**src/rtl/trace_pkg.sv**
```systemverilog
// Shared types and constants for the TPIU trace frame receiver.
package trace_pkg;

  typedef enum logic [1:0] {
    W1     = 2'b00,
    W2     = 2'b01,
    W4     = 2'b10,
    W4_ALT = 2'b11
  } width_e;

  localparam logic [31:0] SYNC_WORD           = 32'h7FFF_FFFF;
  localparam int          DEFAULT_FRAME_BYTES = 16;

  typedef struct packed {
    logic       first;
    logic [7:0] data;
  } entry_t;

  // Bits consumed per sample; the reserved code 11 behaves like a 4-bit port.
  function automatic logic [2:0] width_bits(input logic [1:0] w);
    case (width_e'(w))
      W1:      return 3'd1;
      W2:      return 3'd2;
      default: return 3'd4;
    endcase
  endfunction

endpackage

```
**src/rtl/trace_rx_fifo.sv**
```systemverilog
// Show-ahead byte FIFO holding {first, data} entries between the aligner and the frame decoder.
module trace_rx_fifo
  import trace_pkg::*;
#(
  parameter int DEPTH = 8
) (
  input  logic   clk,
  input  logic   rst_n,
  input  logic   push,
  input  entry_t push_data,
  input  logic   pop,
  output entry_t head,
  output logic   full,
  output logic   empty
);

  localparam int AW = $clog2(DEPTH);

  entry_t         mem [DEPTH];
  logic [AW:0]    wr_ptr;
  logic [AW:0]    rd_ptr;

  // The extra top pointer bit separates a full FIFO from an empty one; DEPTH must be a power of two.
  assign empty = (wr_ptr == rd_ptr);
  assign full  = (wr_ptr[AW] != rd_ptr[AW]) && (wr_ptr[AW-1:0] == rd_ptr[AW-1:0]);
  assign head  = mem[rd_ptr[AW-1:0]];

  always_ff @(posedge clk or negedge rst_n) begin
    if (!rst_n) begin
      wr_ptr <= '0;
      rd_ptr <= '0;
      for (int i = 0; i < DEPTH; i++) mem[i] <= '0;
    end else begin
      if (push) begin
        mem[wr_ptr[AW-1:0]] <= push_data;
        wr_ptr              <= wr_ptr + (AW+1)'(1);
      end
      if (pop) rd_ptr <= rd_ptr + (AW+1)'(1);
    end
  end

endmodule

```
**src/rtl/trace_frame_rx.sv**
```systemverilog
// TPIU trace input stage: hunts for FF FF FF 7F, byte-aligns the stream and queues frame bytes.
// Optional statistics outputs frameCount/syncCount are built when TRACE_RX_STATS_EN is defined.
module trace_frame_rx
  import trace_pkg::*;
#(
  parameter int FIFO_DEPTH  = 8,
  parameter int FRAME_BYTES = DEFAULT_FRAME_BYTES
) (
  input  logic        clk,
  input  logic        nRst,
  input  logic [1:0]  width,
  input  logic        sampleEn,
  input  logic [3:0]  traceDin,
  output logic [7:0]  dOut,
  output logic        dFirst,
  output logic        dValid,
  input  logic        dReady,
  output logic        synced,
  output logic        overflow
`ifdef TRACE_RX_STATS_EN
  ,
  output logic [15:0] frameCount,
  output logic [15:0] syncCount
`endif
);

  localparam int             FIW      = (FRAME_BYTES > 1) ? $clog2(FRAME_BYTES) : 1;
  localparam logic [FIW-1:0] LAST_IDX = FIW'(FRAME_BYTES - 1);

  logic [31:0]     shift_q;
  logic [3:0]      bit_cnt_q;
  logic [FIW-1:0]  frame_idx_q;
  logic [2:0][7:0] pend_q;
  logic [1:0]      pend_cnt_q;
  logic            synced_q;
  logic            overflow_q;
  logic [1:0]      width_q;

  logic [2:0]  w;
  logic [31:0] shifted;
  logic [3:0]  cnt_sum;
  logic        width_chg, match, byte_done, push_req, push_ok, drop, pop;
  logic        full, empty;
  entry_t      push_entry, head;

  always_comb begin
    w = width_bits(width);
    case (w)
      3'd1:    shifted = {traceDin[0],   shift_q[31:1]};
      3'd2:    shifted = {traceDin[1:0], shift_q[31:2]};
      default: shifted = {traceDin[3:0], shift_q[31:4]};
    endcase
    width_chg  = (width != width_q);
    match      = sampleEn && !width_chg && (shifted == SYNC_WORD);
    cnt_sum    = bit_cnt_q + {1'b0, w};
    byte_done  = sampleEn && !width_chg && synced_q && !match && (cnt_sum >= 4'd8);
    push_req   = byte_done && (pend_cnt_q == 2'd3);
    pop        = !empty && dReady;
    push_ok    = push_req && (!full || pop);
    drop       = push_req && full && !pop;
    push_entry = '{first: (frame_idx_q == '0), data: pend_q[0]};
  end

  // A sync match always wins: it realigns and discards the three-byte delay line holding FF FF FF.
  always_ff @(posedge clk or negedge nRst) begin
    if (!nRst) begin
      shift_q     <= '0;
      bit_cnt_q   <= '0;
      frame_idx_q <= '0;
      pend_q      <= '0;
      pend_cnt_q  <= '0;
      synced_q    <= 1'b0;
      overflow_q  <= 1'b0;
      width_q     <= '0;
    end else begin
      width_q    <= width;
      overflow_q <= drop;
      if (width_chg) begin
        shift_q    <= '0;
        synced_q   <= 1'b0;
        pend_cnt_q <= '0;
        bit_cnt_q  <= '0;
      end else if (sampleEn) begin
        shift_q <= shifted;
        if (match) begin
          synced_q    <= 1'b1;
          bit_cnt_q   <= '0;
          frame_idx_q <= '0;
          pend_cnt_q  <= '0;
        end else if (synced_q) begin
          if (byte_done) begin
            bit_cnt_q <= '0;
            if (drop) begin
              synced_q   <= 1'b0;
              pend_cnt_q <= '0;
            end else begin
              if (pend_cnt_q == 2'd3) begin
                pend_q <= {shifted[31:24], pend_q[2], pend_q[1]};
              end else begin
                pend_q[pend_cnt_q] <= shifted[31:24];
                pend_cnt_q         <= pend_cnt_q + 2'd1;
              end
              if (push_ok) frame_idx_q <= (frame_idx_q == LAST_IDX) ? '0 : frame_idx_q + FIW'(1);
            end
          end else begin
            bit_cnt_q <= cnt_sum;
          end
        end
      end
    end
  end

  trace_rx_fifo #(.DEPTH(FIFO_DEPTH)) u_fifo (
    .clk       (clk),
    .rst_n     (nRst),
    .push      (push_ok),
    .push_data (push_entry),
    .pop       (pop),
    .head      (head),
    .full      (full),
    .empty     (empty)
  );

  assign dOut     = head.data;
  assign dFirst   = head.first;
  assign dValid   = !empty;
  assign synced   = synced_q;
  assign overflow = overflow_q;

`ifdef TRACE_RX_STATS_EN
  logic [15:0] frame_cnt_q, sync_cnt_q;

  always_ff @(posedge clk or negedge nRst) begin
    if (!nRst) begin
      frame_cnt_q <= '0;
      sync_cnt_q  <= '0;
    end else begin
      if (push_ok && (frame_idx_q == LAST_IDX)) frame_cnt_q <= frame_cnt_q + 16'd1;
      if (match) sync_cnt_q <= sync_cnt_q + 16'd1;
    end
  end

  assign frameCount = frame_cnt_q;
  assign syncCount  = sync_cnt_q;
`endif

endmodule

```
**config.mk**
```make
export PLATFORM = sky130hd
export DESIGN_NAME = trace_frame_rx
export DESIGN_NICKNAME = d
export VERILOG_FILES = /design/src/rtl/trace_pkg.sv /design/src/rtl/trace_rx_fifo.sv /design/src/rtl/trace_frame_rx.sv
export SDC_FILE = /design/constraint.sdc
export NUM_CORES = 1
export LEC_CHECK = 0
export BUFFER_PORTS_ARGS = -buffer_cell sky130_fd_sc_hd__buf_2
export CORE_ASPECT_RATIO = 1.1
export CORE_MARGIN = 2
export CORE_UTILIZATION = 60
export CTS_CLUSTER_DIAMETER = 100
export CTS_CLUSTER_SIZE = 24
export DETAILED_ROUTE_END_ITERATION = 8
export HOLD_SLACK_MARGIN = 0.1
export PLACE_DENSITY = 0.77
export SETUP_SLACK_MARGIN = 0.05
export SYNTH_ARGS = -nofsm -noshare
export SYNTH_HDL_FRONTEND = slang
export SYNTH_HIERARCHICAL = 1
export SYNTH_SLANG_ARGS = --single-unit
export TNS_END_PERCENT = 1
```
**constraint.sdc**
```tcl
create_clock -name clk -period 4 [get_ports clk]
set_clock_uncertainty 0.15 [all_clocks]
set_input_delay 0.2 -clock clk [delete_from_list [all_inputs] [get_ports clk]]
set_output_delay 0.2 -clock clk [all_outputs]
set_load 0.005 [all_outputs]
```
==> run summary <==
Final #Nets: 683
pin count of the biggest net entering global routing: 56
area delta synth->final: 11.6%
final wirelength: 16200 µm
post-synthesis xor/xnor area fraction: 0.0168
Sw Pwr: 0.915 mW
ys flop type: dfrtp_1
Slew @ Worst Pin: 0.950 ns
Core Util, Final: 0.688
Max Slew Vio Count: 0
CTS Buffer Depth: 2
FF+latch count, synth: 149
startpoint types: flop
Worst path depth: 12
power consumption: 3.72 mW
maxcap violations: 0
Crit-path slowest cell: dfrtp_1
syn nets: 657
Die Span X: 113 µm
initial antenna violation count: 0
Clk Latency, worst-skew pair: 0.43 ns
area leader, netlist: dfrtp_1
total CTS buffers: 17
Initial Utilization: 0.617
DRC Markers: 2
post-CTS resize count: 0
relative slew slack: 0.365
Pre-antenna DRT Iters: 7
H-tree Lvls: 4
1st-iter DRT viols: 304
VDD IR-drop max: 0.000266 V
wire per inst: 19.5 µm
Setup Buffers After CTS: 0
final-report hold violation count: 0
critical path's top delay family: simple AND/OR/NAND/NOR gates
Syn. warnings: 6
Root Driver: clkbuf_16
switching share of power: 0.246
CP dominant cell by count: buf_4
CP Max Fanout: 11
worst hold path type: in -> reg
Internal Power: 2.80 mW
post-place setup slack: 0.568 ns
Overall Global Routing Usage: 0.251
RSZ-0062 raised after global routing: no
Clk network pwr share: 0.465
multiplexer area fraction after synthesis: 0.301
post-route cell area: 8740 µm²
vias in the first global route: 5189
Sink Count: 149
gpl congestion: 0.830
Rows: 43
WS Path Type: reg -> reg
grt ovf: 0
Placed Area: 8050 µm²
combinational family with the most area after synthesis: multiplexers
DR vias/cell: 6.10
Synth area leaders: dfrtp_1 (48%), mux2_2 (15%), mux4_2 (5.2%)
Core Area: 12700 µm²
setup TNS after final layout: 0 ns
area share of the largest cell type after synthesis: 0.476
I/O pin cnt: 22
hold depth: 3
Synth Area in Compound Gates: 0.0492
ys async rst share: 1.00
CTS clk-pin slew, worst paths: 0.06 ns
Pleak: 4.30 nW
Die Y: 124 µm
Syn Area/Cell: 12.3 µm²
max incr delay on CP: 0.42 ns
first-pass GRT wire length: 26900 µm
CP Data Required Time: 4.16 ns
port bufs: 21
status: finished, violations left
worst path arrival time: 3.47 ns
synth unique cells: 50
cells along the critical path: ha_1, a21o_1, a21oi_1, xor2_1, buf_4, nor3_1, inv_1, nor3_1, buf_4, nor4b_4, buf_4, mux2_2
failing checks: design-rule violations
most frequent cells in the layout: dfrtp_1 (149), mux2_2 (107), nor2_1 (65)
share of cells above drive strength 1: 0.332
Die ar.: 14000 µm²
Detail Route Antenna Nets: 0
Seq pwr share: 0.416
adder-cell area share of the yosys netlist: 0.0201
Synth Cell Area: 7830 µm²
EDFF count, synth: 0
DPL Wire Length: 10700 µm
Simple-Gate Fraction of Synth Area: 0.100
n_diodes: 0
final setup violation count: 0
period utilization: 0.827
part of the power in combinational logic: 0.119
CP bufs+invs: 4
highest clock rate: 302 MHz
Cell Pwr Density: 426 nW/µm²
vias: 5069
reg2reg path depth: 12
sequential share of the synthesized area: 0.476
Syn Inst Count: 635
TritonCTS clock tree: done
most common cell after layout, fill and taps aside: dfrtp_1
final worst slack: 0.690 ns
min Tclk post-route: 3.31 ns
type of element capturing the critical path: flop
## path summary, 6_finish.rpt
kind / from / slack (ns) / to
max in group asynchronous: nRst / 2.54 / u_fifo/mem[20]$_DFFE_PN0P_
max: bit_cnt_q[1]$_DFFE_PN0P_ / 0.69 / u_fifo/mem[69]$_DFFE_PN0P_
min reg2reg: u_fifo/rd_ptr[3]$_DFFE_PN0P_ / 0.35 / u_fifo/rd_ptr[3]$_DFFE_PN0P_
min in group asynchronous: nRst / 0.15 / u_fifo/mem[4]$_DFFE_PN0P_
min: sampleEn / 0.14 / bit_cnt_q[3]$_DFFE_PN0P_
max reg2reg: bit_cnt_q[1]$_DFFE_PN0P_ / 0.69 / u_fifo/mem[69]$_DFFE_PN0P_
## through the flow
step	std cells	hold slack [ns]
2_1_floorplan	635	-0.246
3_3_place_gp	795	0.0375
3_5_place_dp	795	0.0402
4_1_cts	831	0.115
5_1_grt	831	0.147
6_report	831	0.139
## power by group through the flow
stage	clock, mW	combinational, mW	sequential, mW
6_report	1.73	0.442	1.55
5_1_grt	1.81	0.482	1.55
4_1_cts	1.75	0.452	1.55
3_5_place_dp	0	0.444	1.58
3_3_place_gp	0	0.435	1.58
2_1_floorplan	0	0.320	1.58
## layout make-up
type / count / area [µm²]
clock buffers: 21 / 470
clock inverters: 11 / 171
fillers: 919 / 3960
inverters: 17 / 63.8
multi-input cells: 434 / 3830
flip-flops and latches: 149 / 3730
well taps: 157 / 196
repair buffers: 42 / 279
## per-layer routing
metal	up-vias	global-route usage	wire, µm
li1	2345	-	-
met4	0	0.0991	412
met5	-	0	0
met2	120	0.443	8450
met3	32	0.0560	655
met1	2572	0.303	6650
## synthesized netlist by cell type, types with 9 or more instances
| cell type | number |
|---|---|
| a21oi_1 | 27 |
| inv_1 | 16 |
| mux2_2 | 107 |
| nor2_1 | 65 |
| o21ai_0 | 19 |
| buf_2 | 9 |
| mux2_4 | 14 |
| nand2_1 | 36 |
| mux4_2 | 18 |
| mux2i_1 | 39 |
| nor4_1 | 17 |
| ha_1 | 11 |
| dfrtp_1 | 149 |
## cells by family (layout without fill, tap and decap cells)
logic type / count (synthesis) / count (layout)
mux: 189 / 189
compound gates: 65 / 65
simple gates: 153 / 153
flops: 149 / 149
xor+xnor: 15 / 15
buf+inv: 52 / 91
fa+ha+maj: 12 / 12
## sequential cells by signal, summed over array words and instances (netlist names)
name           cells
u_fifo/wr_ptr      4
width_q            2
synced             1
pend_q            24
u_fifo/mem        72
overflow           1
bit_cnt_q          4
pend_cnt_q         2
frame_idx_q        4
u_fifo/rd_ptr      4
shift_q           31
## worst register-to-register path, delay by kind of cell, from the launching register on
kind / cells / cell delay (ns)
fa+ha+maj: 1 / 0.30
xor+xnor: 1 / 0.09
flops: 1 / 0.42
mux: 1 / 0.34
buf+inv: 4 / 0.73
simple gates: 3 / 0.81
compound gates: 2 / 0.35
## repair_timing
action / 4_1_cts / 5_1_grt
hold buffers: 4 / 0
endpoints found under the setup margin: 0 / 0
endpoints found under the hold margin: 57 / 0
(Power assumes the default switching activity.)
